[config.mk]
export PLATFORM = sky130hd
export DESIGN_NAME = id_ex_operand_stage
export DESIGN_NICKNAME = d
export VERILOG_FILES = /design/src/rtl/id_ex_operand_stage.sv
export SDC_FILE = /design/constraint.sdc
export NUM_CORES = 1
export LEC_CHECK = 0
export CAP_MARGIN = 20
export CORE_AREA = 2 2 222 224
export DETAILED_ROUTE_END_ITERATION = 6
export DIE_AREA = 0 0 224 226
export MAX_ROUTING_LAYER = met4
export PLACE_DENSITY_LB_ADDON = 0.12
export SLEW_MARGIN = 15
export SYNTH_ARGS = -nofsm -noshare
export SYNTH_HDL_FRONTEND = slang
export SYNTH_SLANG_ARGS = --single-unit
[constraint.sdc]
create_clock -name clk_i -period 1.6 [get_ports clk_i]
set_input_delay 0.16 -clock clk_i [delete_from_list [all_inputs] [get_ports clk_i]]
set_output_delay 0.16 -clock clk_i [all_outputs]
set_load 0.005 [all_outputs]
[src/rtl/id_ex_operand_stage.sv]
// ID/EX pipeline register feeding the 64-bit ALU: captures decoded fields, decodes the
// ALU control code, resolves EX/MEM and MEM/WB forwarding and raises load-use bubbles.
module id_ex_operand_stage #(
  parameter int DATA_W = 64,
  parameter int RA_W   = 5
) (
  input  logic              clk_i,
  input  logic              rst_i,
  input  logic              stall_i,
  input  logic              flush_i,
  input  logic              id_valid_i,
  input  logic [DATA_W-1:0] id_rs1_data_i,
  input  logic [DATA_W-1:0] id_rs2_data_i,
  input  logic [DATA_W-1:0] id_imm_i,
  input  logic [RA_W-1:0]   id_rs1_i,
  input  logic [RA_W-1:0]   id_rs2_i,
  input  logic [RA_W-1:0]   id_rd_i,
  input  logic [1:0]        id_alu_op_i,
  input  logic [3:0]        id_funct_i,
  input  logic              id_alu_src_i,
  input  logic [4:0]        id_ctl_i,
  input  logic              exmem_reg_write_i,
  input  logic [RA_W-1:0]   exmem_rd_i,
  input  logic [DATA_W-1:0] exmem_result_i,
  input  logic              memwb_reg_write_i,
  input  logic [RA_W-1:0]   memwb_rd_i,
  input  logic [DATA_W-1:0] memwb_result_i,
  output logic [DATA_W-1:0] alu_src1_o,
  output logic [DATA_W-1:0] alu_src2_o,
  output logic [3:0]        alu_ctrl_o,
  output logic [DATA_W-1:0] ex_store_data_o,
  output logic              ex_valid_o,
  output logic [RA_W-1:0]   ex_rd_o,
  output logic [4:0]        ex_ctl_o,
  output logic              load_use_hazard_o
);

  localparam logic [3:0] ALU_AND = 4'b0000;
  localparam logic [3:0] ALU_OR  = 4'b0001;
  localparam logic [3:0] ALU_ADD = 4'b0010;
  localparam logic [3:0] ALU_SUB = 4'b0110;
  localparam logic [3:0] ALU_SLT = 4'b0111;
  localparam logic [3:0] ALU_NOR = 4'b1100;

  // Bit 3 of the control bundle is mem_read: {reg_write, mem_read, mem_write, mem_to_reg, branch}
  localparam int CTL_MEM_READ = 3;

  function automatic logic [3:0] alu_ctrl_decode(input logic [1:0] op, input logic [3:0] funct);
    logic [3:0] code_s;
    code_s = ALU_ADD;
    case (op)
      2'b00: code_s = ALU_ADD;
      2'b01: code_s = ALU_SUB;
      2'b10: begin
        case (funct)
          4'b0000:          code_s = ALU_ADD;
          4'b1000:          code_s = ALU_SUB;
          4'b0111:          code_s = ALU_AND;
          4'b0110:          code_s = ALU_OR;
          4'b0010:          code_s = ALU_SLT;
          4'b0100, 4'b1100: code_s = ALU_NOR;
          default:          code_s = ALU_ADD;
        endcase
      end
      2'b11: begin
        case (funct[2:0])
          3'b000:  code_s = ALU_ADD;
          3'b111:  code_s = ALU_AND;
          3'b110:  code_s = ALU_OR;
          3'b010:  code_s = ALU_SLT;
          default: code_s = ALU_ADD;
        endcase
      end
      default: code_s = ALU_ADD;
    endcase
    return code_s;
  endfunction

  // EX/MEM has priority over MEM/WB; x0 and empty slots are never forwarded.
  function automatic logic [DATA_W-1:0] fwd_select(
    input logic              slot_valid,
    input logic [RA_W-1:0]   rs,
    input logic [DATA_W-1:0] reg_data,
    input logic              exmem_we,
    input logic [RA_W-1:0]   exmem_rd,
    input logic [DATA_W-1:0] exmem_data,
    input logic              memwb_we,
    input logic [RA_W-1:0]   memwb_rd,
    input logic [DATA_W-1:0] memwb_data
  );
    logic [DATA_W-1:0] sel_s;
    if (slot_valid && exmem_we && (exmem_rd != {RA_W{1'b0}}) && (exmem_rd == rs)) begin
      sel_s = exmem_data;
    end else if (slot_valid && memwb_we && (memwb_rd != {RA_W{1'b0}}) && (memwb_rd == rs)) begin
      sel_s = memwb_data;
    end else begin
      sel_s = reg_data;
    end
    return sel_s;
  endfunction

  logic              ex_valid_r;
  logic [4:0]        ex_ctl_r;
  logic [RA_W-1:0]   ex_rd_r;
  logic [RA_W-1:0]   ex_rs1_r;
  logic [RA_W-1:0]   ex_rs2_r;
  logic [DATA_W-1:0] rs1_data_r;
  logic [DATA_W-1:0] rs2_data_r;
  logic [DATA_W-1:0] imm_r;
  logic              alu_src_r;
  logic [3:0]        alu_ctrl_r;

  logic              hazard_s;
  logic [DATA_W-1:0] fwd_rs1_s;
  logic [DATA_W-1:0] fwd_rs2_s;

  // Load-use detection against the instruction currently sitting in ID.
  always_comb begin
    hazard_s = 1'b0;
    if (!rst_i && ex_valid_r && ex_ctl_r[CTL_MEM_READ] && id_valid_i &&
        (ex_rd_r != {RA_W{1'b0}}) && ((ex_rd_r == id_rs1_i) || (ex_rd_r == id_rs2_i))) begin
      hazard_s = 1'b1;
    end else begin
      hazard_s = 1'b0;
    end
  end

  // Stage register: reset/flush clear, stall holds, hazard inserts a bubble, else capture.
  always_ff @(posedge clk_i) begin
    if (rst_i || flush_i || (!stall_i && hazard_s)) begin
      ex_valid_r <= 1'b0;
      ex_ctl_r   <= 5'b00000;
      ex_rd_r    <= {RA_W{1'b0}};
      ex_rs1_r   <= {RA_W{1'b0}};
      ex_rs2_r   <= {RA_W{1'b0}};
      rs1_data_r <= {DATA_W{1'b0}};
      rs2_data_r <= {DATA_W{1'b0}};
      imm_r      <= {DATA_W{1'b0}};
      alu_src_r  <= 1'b0;
      alu_ctrl_r <= ALU_ADD;
    end else if (!stall_i) begin
      ex_valid_r <= id_valid_i;
      ex_ctl_r   <= id_valid_i ? id_ctl_i : 5'b00000;
      ex_rd_r    <= id_rd_i;
      ex_rs1_r   <= id_rs1_i;
      ex_rs2_r   <= id_rs2_i;
      rs1_data_r <= id_rs1_data_i;
      rs2_data_r <= id_rs2_data_i;
      imm_r      <= id_imm_i;
      alu_src_r  <= id_alu_src_i;
      alu_ctrl_r <= alu_ctrl_decode(id_alu_op_i, id_funct_i);
    end
  end

  // Operand forwarding on the registered source addresses.
  always_comb begin
    fwd_rs1_s = fwd_select(ex_valid_r, ex_rs1_r, rs1_data_r,
                           exmem_reg_write_i, exmem_rd_i, exmem_result_i,
                           memwb_reg_write_i, memwb_rd_i, memwb_result_i);
    fwd_rs2_s = fwd_select(ex_valid_r, ex_rs2_r, rs2_data_r,
                           exmem_reg_write_i, exmem_rd_i, exmem_result_i,
                           memwb_reg_write_i, memwb_rd_i, memwb_result_i);
  end

  assign alu_src1_o        = fwd_rs1_s;
  assign alu_src2_o        = alu_src_r ? imm_r : fwd_rs2_s;
  assign ex_store_data_o   = fwd_rs2_s;
  assign alu_ctrl_o        = alu_ctrl_r;
  assign ex_valid_o        = ex_valid_r;
  assign ex_rd_o           = ex_rd_r;
  assign ex_ctl_o          = ex_ctl_r;
  assign load_use_hazard_o = hazard_s;

endmodule

After elaboration in Yosys (flattened, before gate mapping)
Cells that the tools add are included.
{ "totals": {"register_bits": 218, "in_bits": 364, "output_inout_bits": 208, "word_cells": 62} }
{ "op_classes": {"n_eq_ne": 18, "mux": 10, "n_reduce_logical": 24} }
{ "ops": {"columns": ["op", "count"], "rows": [
  ["64-bit 2-to-1 mux", 5],
  ["5-bit == test", 6],
  ["4-bit one-hot mux with 5 select lines", 1],
  ["4-bit one-hot mux with 4 select lines", 1],
  ["5-bit nonzero test", 3],
  ["1-bit logical AND", 14],
  ["4-bit by 3-bit == test with 1-bit output, second input constant", 3],
  ["3-bit one-hot mux with 3 select lines", 1],
  ["4-bit == test, second input constant", 2],
  ["3-bit == test, second input constant", 2],
  ["5-bit 2-to-1 mux", 1],
  ["2-bit == test, second input constant", 2],
  ["4-bit by 2-bit == test with 1-bit output, second input constant", 1],
  ["3-bit by 2-bit == test with 1-bit output, second input constant", 1],
  ["1-bit logical OR", 3],
  ["2-bit by 1-bit == test with 1-bit output, second input constant", 1],
  ["1-bit zero test", 2],
  ["2-bit zero test", 1],
  ["2-bit OR reduction", 1],
  ["1-bit 2-to-1 mux", 1]
]} }

Longest topological paths before layout
{ "logic_depth": {"word_depth": 9, "mapped_depth": 8, "mapped_depth_nobuf": 5} }

Least setup slack after synthesis
OpenSTA, ideal clock, no wires.
{ "synth_path": {"kind": "register to output", "startpoint": "register ex_rs2_r[4]", "endpoint": "output port alu_src2_o[58]", "arrival_ns": 1.659, "required_ns": 1.440, "slack_ns": -0.219, "stages_incl_launch_ff": 8, "n_path_buf": 2, "path_cell_list": "dfxtp_1 > xor2_1 > nor4_1 > and2_1 > buf_2 > buf_2 > a211oi_1 > o31ai_1"} }
{ "synth_via": {"elab_chain_len": 5, "elab_cells_between_ends": 7, "classes_between": "2 x eq/ne; 3 x mux; 2 x reduce/logical"} }
{ "synth_rtl": {"columns": ["item", "line", "source"], "rows": [
  ["start, declared", "106", "logic [RA_W-1:0] ex_rs2_r;"],
  ["start signal, assigned", "135", "ex_rs2_r <= {RA_W{1'b0}};"],
  ["start signal, assigned", "146", "ex_rs2_r <= id_rs2_i;"],
  ["5-bit == test", "94", "end else if (slot_valid && memwb_we && (memwb_rd != {RA_W{1'b0}}) && (memwb_rd == rs)) begin"],
  ["1-bit logical AND", "94", null],
  ["64-bit 2-to-1 mux", "94", null],
  ["64-bit 2-to-1 mux (*)", "92", "if (slot_valid && exmem_we && (exmem_rd != {RA_W{1'b0}}) && (exmem_rd == rs)) begin"],
  ["64-bit 2-to-1 mux (*)", "166", "assign alu_src2_o = alu_src_r ? imm_r : fwd_rs2_s;"],
  ["end, declared", "29", "output logic [DATA_W-1:0] alu_src2_o,"]
]} }
Every way passes the cells marked *; elsewhere a longest branch is shown, timed or not.

Final worst setup path
{ "layout_path": {"startpoint": "register ex_rs1_r[4]", "endpoint": "output port alu_src1_o[43]"} }
{ "layout_via": {"elab_chain_len": 4, "elab_cells_between_ends": 6, "classes_between": "2 x eq/ne; 2 x mux; 2 x reduce/logical"} }
{ "layout_rtl": {"columns": ["item", "line", "source"], "rows": [
  ["start, declared", "105", "logic [RA_W-1:0] ex_rs1_r;"],
  ["start signal, assigned", "134", "ex_rs1_r <= {RA_W{1'b0}};"],
  ["start signal, assigned", "145", "ex_rs1_r <= id_rs1_i;"],
  ["5-bit == test", "94", null],
  ["1-bit logical AND", "94", null],
  ["64-bit 2-to-1 mux", "94", null],
  ["64-bit 2-to-1 mux (*)", "92", null],
  ["end, declared", "28", "output logic [DATA_W-1:0] alu_src1_o,"]
]} }
Marks and branches as above.

==> results.rst <==
.. list-table::
   :header-rows: 1

   * - Metric
     - Value
   * - Routed wire length
     - between 60000 and 70000 um
   * - Class of the tightest hold or removal check
     - in2reg
   * - Fraction of layout cells with a size suffix above 1
     - roughly 50%
   * - Area added between synthesis and finish
     - 132%
   * - Routed wirelength normalized by instance count
     - 24.1 um
   * - Final critical path time including I/O delays and setup
     - 2870 ps
   * - Worst hold start
     - id_rs1_data_i[11]
   * - Routability-driven placement congestion ratio
     - 0.910
   * - Type of the setup path with the least slack
     - reg2out
   * - Pre-CTS worst setup slack
     - -1470 ps
   * - Max IR drop VDD
     - around 0.00074 V
   * - Buffer type at the clock tree root
     - clkbuf_16
   * - Clock-pin slew on the worst setup and hold paths
     - approximately 70 ps
   * - Clock tree sinks
     - 218
   * - Worst-case clock skew
     - 8.93 ps
   * - Flip-flop and latch count after synthesis
     - between 200 and 250
   * - Setup slack of the most critical reg-to-reg path
     - -430 ps
   * - Num ports
     - 572
   * - Maximum buffer depth of the clock tree
     - 3
   * - Vias in the first global route
     - 13700
   * - Area share of the leading cell type in the synthesized netlist
     - about two fifths
   * - Detailed-placement wirelength estimate
     - 43700 um
   * - Slowest cell on the critical path
     - nor4b_4
   * - Initial core utilization
     - 22.3%
   * - Unrepaired setup endpoints after global routing
     - true
   * - Netlist Area Pre-Place
     - 10800 um^2
   * - Via density per instance
     - just under 5
   * - Worst hold path depth
     - 2
   * - Die X-Extent
     - between 200 and 250 um
   * - Max_slew headroom
     - between 70% and 80%
   * - Cell depth of the worst flop-to-flop path
     - 10
   * - Nets
     - approximately 2500
   * - Critical path required time
     - 1440 ps
   * - Peak per-stage delay on the critical path
     - 350 ps
   * - Power density over cell area
     - 615 nW/um^2
   * - Number of buffers created by CTS
     - 28
   * - Fraction of synthesis flops using an asynchronous set or reset pin
     - 0%
   * - Number of port buffers
     - 571
   * - Max Cap Violations
     - 0
   * - Lkg Pwr
     - 10.3 nW
   * - Dominant cell by count in the synthesized netlist
     - dfxtp_1
   * - Number of antenna violations at the first check in global routing
     - 14
   * - Synthesized netlist cell count
     - 1204
   * - Residual antenna-violating net count after detailed routing
     - 0
   * - Count of synthesis-stage warnings from yosys
     - 0
   * - Synth cell types
     - 36
   * - Cell Chain, Critical Path
     - xnor2_2 -> nand4_1 -> nor4b_4 -> buf_6 -> buf_4 -> buf_8 -> buf_8 -> buf_6 -> buf_6 -> mux2i_2 -> a21oi_2 -> buf_2
   * - Count of fill cells added during filler insertion
     - 4396
   * - Total via count after detailed routing
     - 13700
   * - Capture endpoint of the worst hold path
     - rs1_data_r[11]
   * - Drt first-iter violations
     - 857
   * - GR Util All Layers
     - 24.8%
   * - Later-pin clock latency in the skew report
     - 560 ps
   * - Mean post-synth cell area
     - approximately 9 um^2
   * - Number of nets in the synthesized netlist
     - ~1600
   * - Violated checks
     - negative setup slack
   * - Pin count of the biggest net entering global routing
     - 59
   * - Post-synth EDFFs
     - 0
   * - Number of failing hold endpoints at the final stage
     - 0
   * - Post-route fraction of the period consumed by the critical path
     - 180%
   * - Cell Rows
     - slightly above 80
   * - Worst Setup Slack, final
     - -1270 ps
   * - Number of iterations in the first detailed-routing pass
     - 5
   * - Worst Setup End Kind
     - output port
   * - Arrival time of the worst setup path
     - 2710 ps
   * - Commonest register cell after synthesis
     - dfxtp_1
   * - Core footprint
     - 48300 um^2
   * - Most numerous cell types in the synthesized netlist
     - dfxtp_1 (218), a22o_1 (210), nor2_1 (195)
   * - Transition time at the pin with the least slew margin
     - ~420 ps
   * - Count of hold-fix buffers inserted at cts
     - 0
   * - Power Total
     - 15.3 mW
   * - FMAX
     - 348 MHz
   * - Number of max-slew violations in the final report
     - 0
   * - Clock tree from TritonCTS
     - built
   * - Top fanout value on the critical path
     - 6
   * - DRC violations left
     - 0
   * - GRT overflow
     - 0
   * - Biggest area contributors in the synthesized netlist
     - dfxtp_1 (41%), a22o_1 (17%), nor2_1 (6.8%)
   * - Register area share after synthesis
     - around two fifths
   * - Maximum level of the CTS H-tree
     - 1
   * - Status
     - finished, violations left
   * - Origin of the critical flop-to-flop path
     - ex_rd_o[3]
   * - Count of final setup violators
     - 417
   * - Critical path startpoint
     - ex_rs1_r[4]
   * - Most common cell on crit path
     - buf_6
   * - Die extent in y
     - 226 um
   * - Cell accounting for the most synthesized area
     - dfxtp_1
   * - Worst Setup Start Kind
     - flip-flop
   * - Overall die area
     - ~51000 um^2
   * - Global-route wire length before repair
     - 91300 um
   * - Capture point of the worst reg-to-reg path
     - imm_r[50]
per-stage QoR:
step / setup TNS [ps] / instance area [um^2] / utilization [%] / hold slack, ps / std cells
2_1_floorplan: -19590 / 11300 / - / 262 / 1204
3_3_place_gp: -406380 / 19300 / 39.9 / 443 / 2505
3_5_place_dp: -400840 / 19300 / 39.9 / 451 / 2505
4_1_cts: -311450 / 22800 / 47.1 / 165 / 2685
5_1_grt: -331180 / 24900 / 51.6 / 174 / 2807
6_report: -288440 / 24900 / 51.6 / 197 / 2807
power by group:
| group | switching, mW | total, mW | internal, mW |
|---|---|---|---|
| Combinational | 1.13 | 2.92 | 1.80 |
| Clock | 2.66 | 6.69 | 4.02 |
| Sequential | 0.142 | 5.74 | 5.59 |
final cells by class:
class	count	area [um^2]	area share, %
Clock inverter	14	173	0.692
Timing Repair Buffer	1034	10300	41.5
Clock buffer	36	772	3.10
Sequential cell	218	4420	17.7
Multi-Input combinational cell	865	8400	33.7
Tap cell	622	778	3.12
Antenna cell	14	35.0	0.140
Inverter	4	15.0	0.0602
flip-flops by register name, indices dropped and copies added (netlist names):
signal / cells
imm_r: 64
rs2_data_r: 64
alu_src_r: 1
alu_ctrl_o: 4
ex_ctl_o: 5
ex_rd_o: 5
ex_valid_o: 1
rs1_data_r: 64
ex_rs2_r: 5
ex_rs1_r: 5
metal layers:
metal	share of wire, %	GRT usage, %
met3	5.8	4.71
met4	2.5	6.92
met2	48	40.9
met5	0	-
met1	43	31.0
repair_timing:
action                                  4_1_cts  5_1_grt
pin swaps                                   134      164
cloned                                       18       15
setup buffers                               123      123
endpoints found under the setup margin      423      425
resized for setup                          1018      476
cells in the final DEF, fill, tap and decap left out, drive strengths merged, types with 5 or more instances in the layout:
| cell | instances |
|---|---|
| clkdlybuf4s50 | 373 |
| dlygate4sd2 | 5 |
| nor2 | 195 |
| mux2i | 64 |
| clkinv | 9 |
| a32o | 6 |
| dfxtp | 218 |
| diode | 14 |
| buf | 614 |
| nand2 | 71 |
| a21boi | 65 |
| xor2 | 8 |
| a211oi | 66 |
| a21oi | 67 |
| a22o | 210 |
| o31ai | 65 |
| clkbuf | 75 |
| xnor2 | 22 |
worst max path at each step:
stage               slack, ps        endpoint  cells past startpoint
floorplan                -130  alu_src2_o[10]                      7
global placement        -1440  alu_src2_o[63]                     10
detailed placement      -1470  alu_src2_o[63]                     10
CTS                     -1410  alu_src1_o[63]                      9
global route            -1420  alu_src2_o[45]                     12
finish                  -1270  alu_src1_o[43]                     12
critical path, delay by kind of cell, from the launching register on:
kind | cells | cell delay (ps)
AO/OA/AOI/OAI | 1 | 70
XOR/XNOR | 1 | 160
buffers and inverters | 7 | 850
flip-flops | 1 | 340
multiplexers | 1 | 210
AND/OR/NAND/NOR | 2 | 520
logic make-up (layout without fill, tap and decap cells):
| family | count (synthesis) | after routing | synth area share (%) |
|---|---|---|---|
| AO/OA/AOI/OAI | 487 | 487 | 35.3 |
| multiplexers | 64 | 64 | 5.96 |
| other | 0 | 14 | 0 |
| flip-flops | 218 | 218 | 40.6 |
| buffers and inverters | 121 | 1088 | 5.34 |
| AND/OR/NAND/NOR | 284 | 284 | 10.4 |
| XOR/XNOR | 30 | 30 | 2.44 |
(Power assumes the default switching activity.)
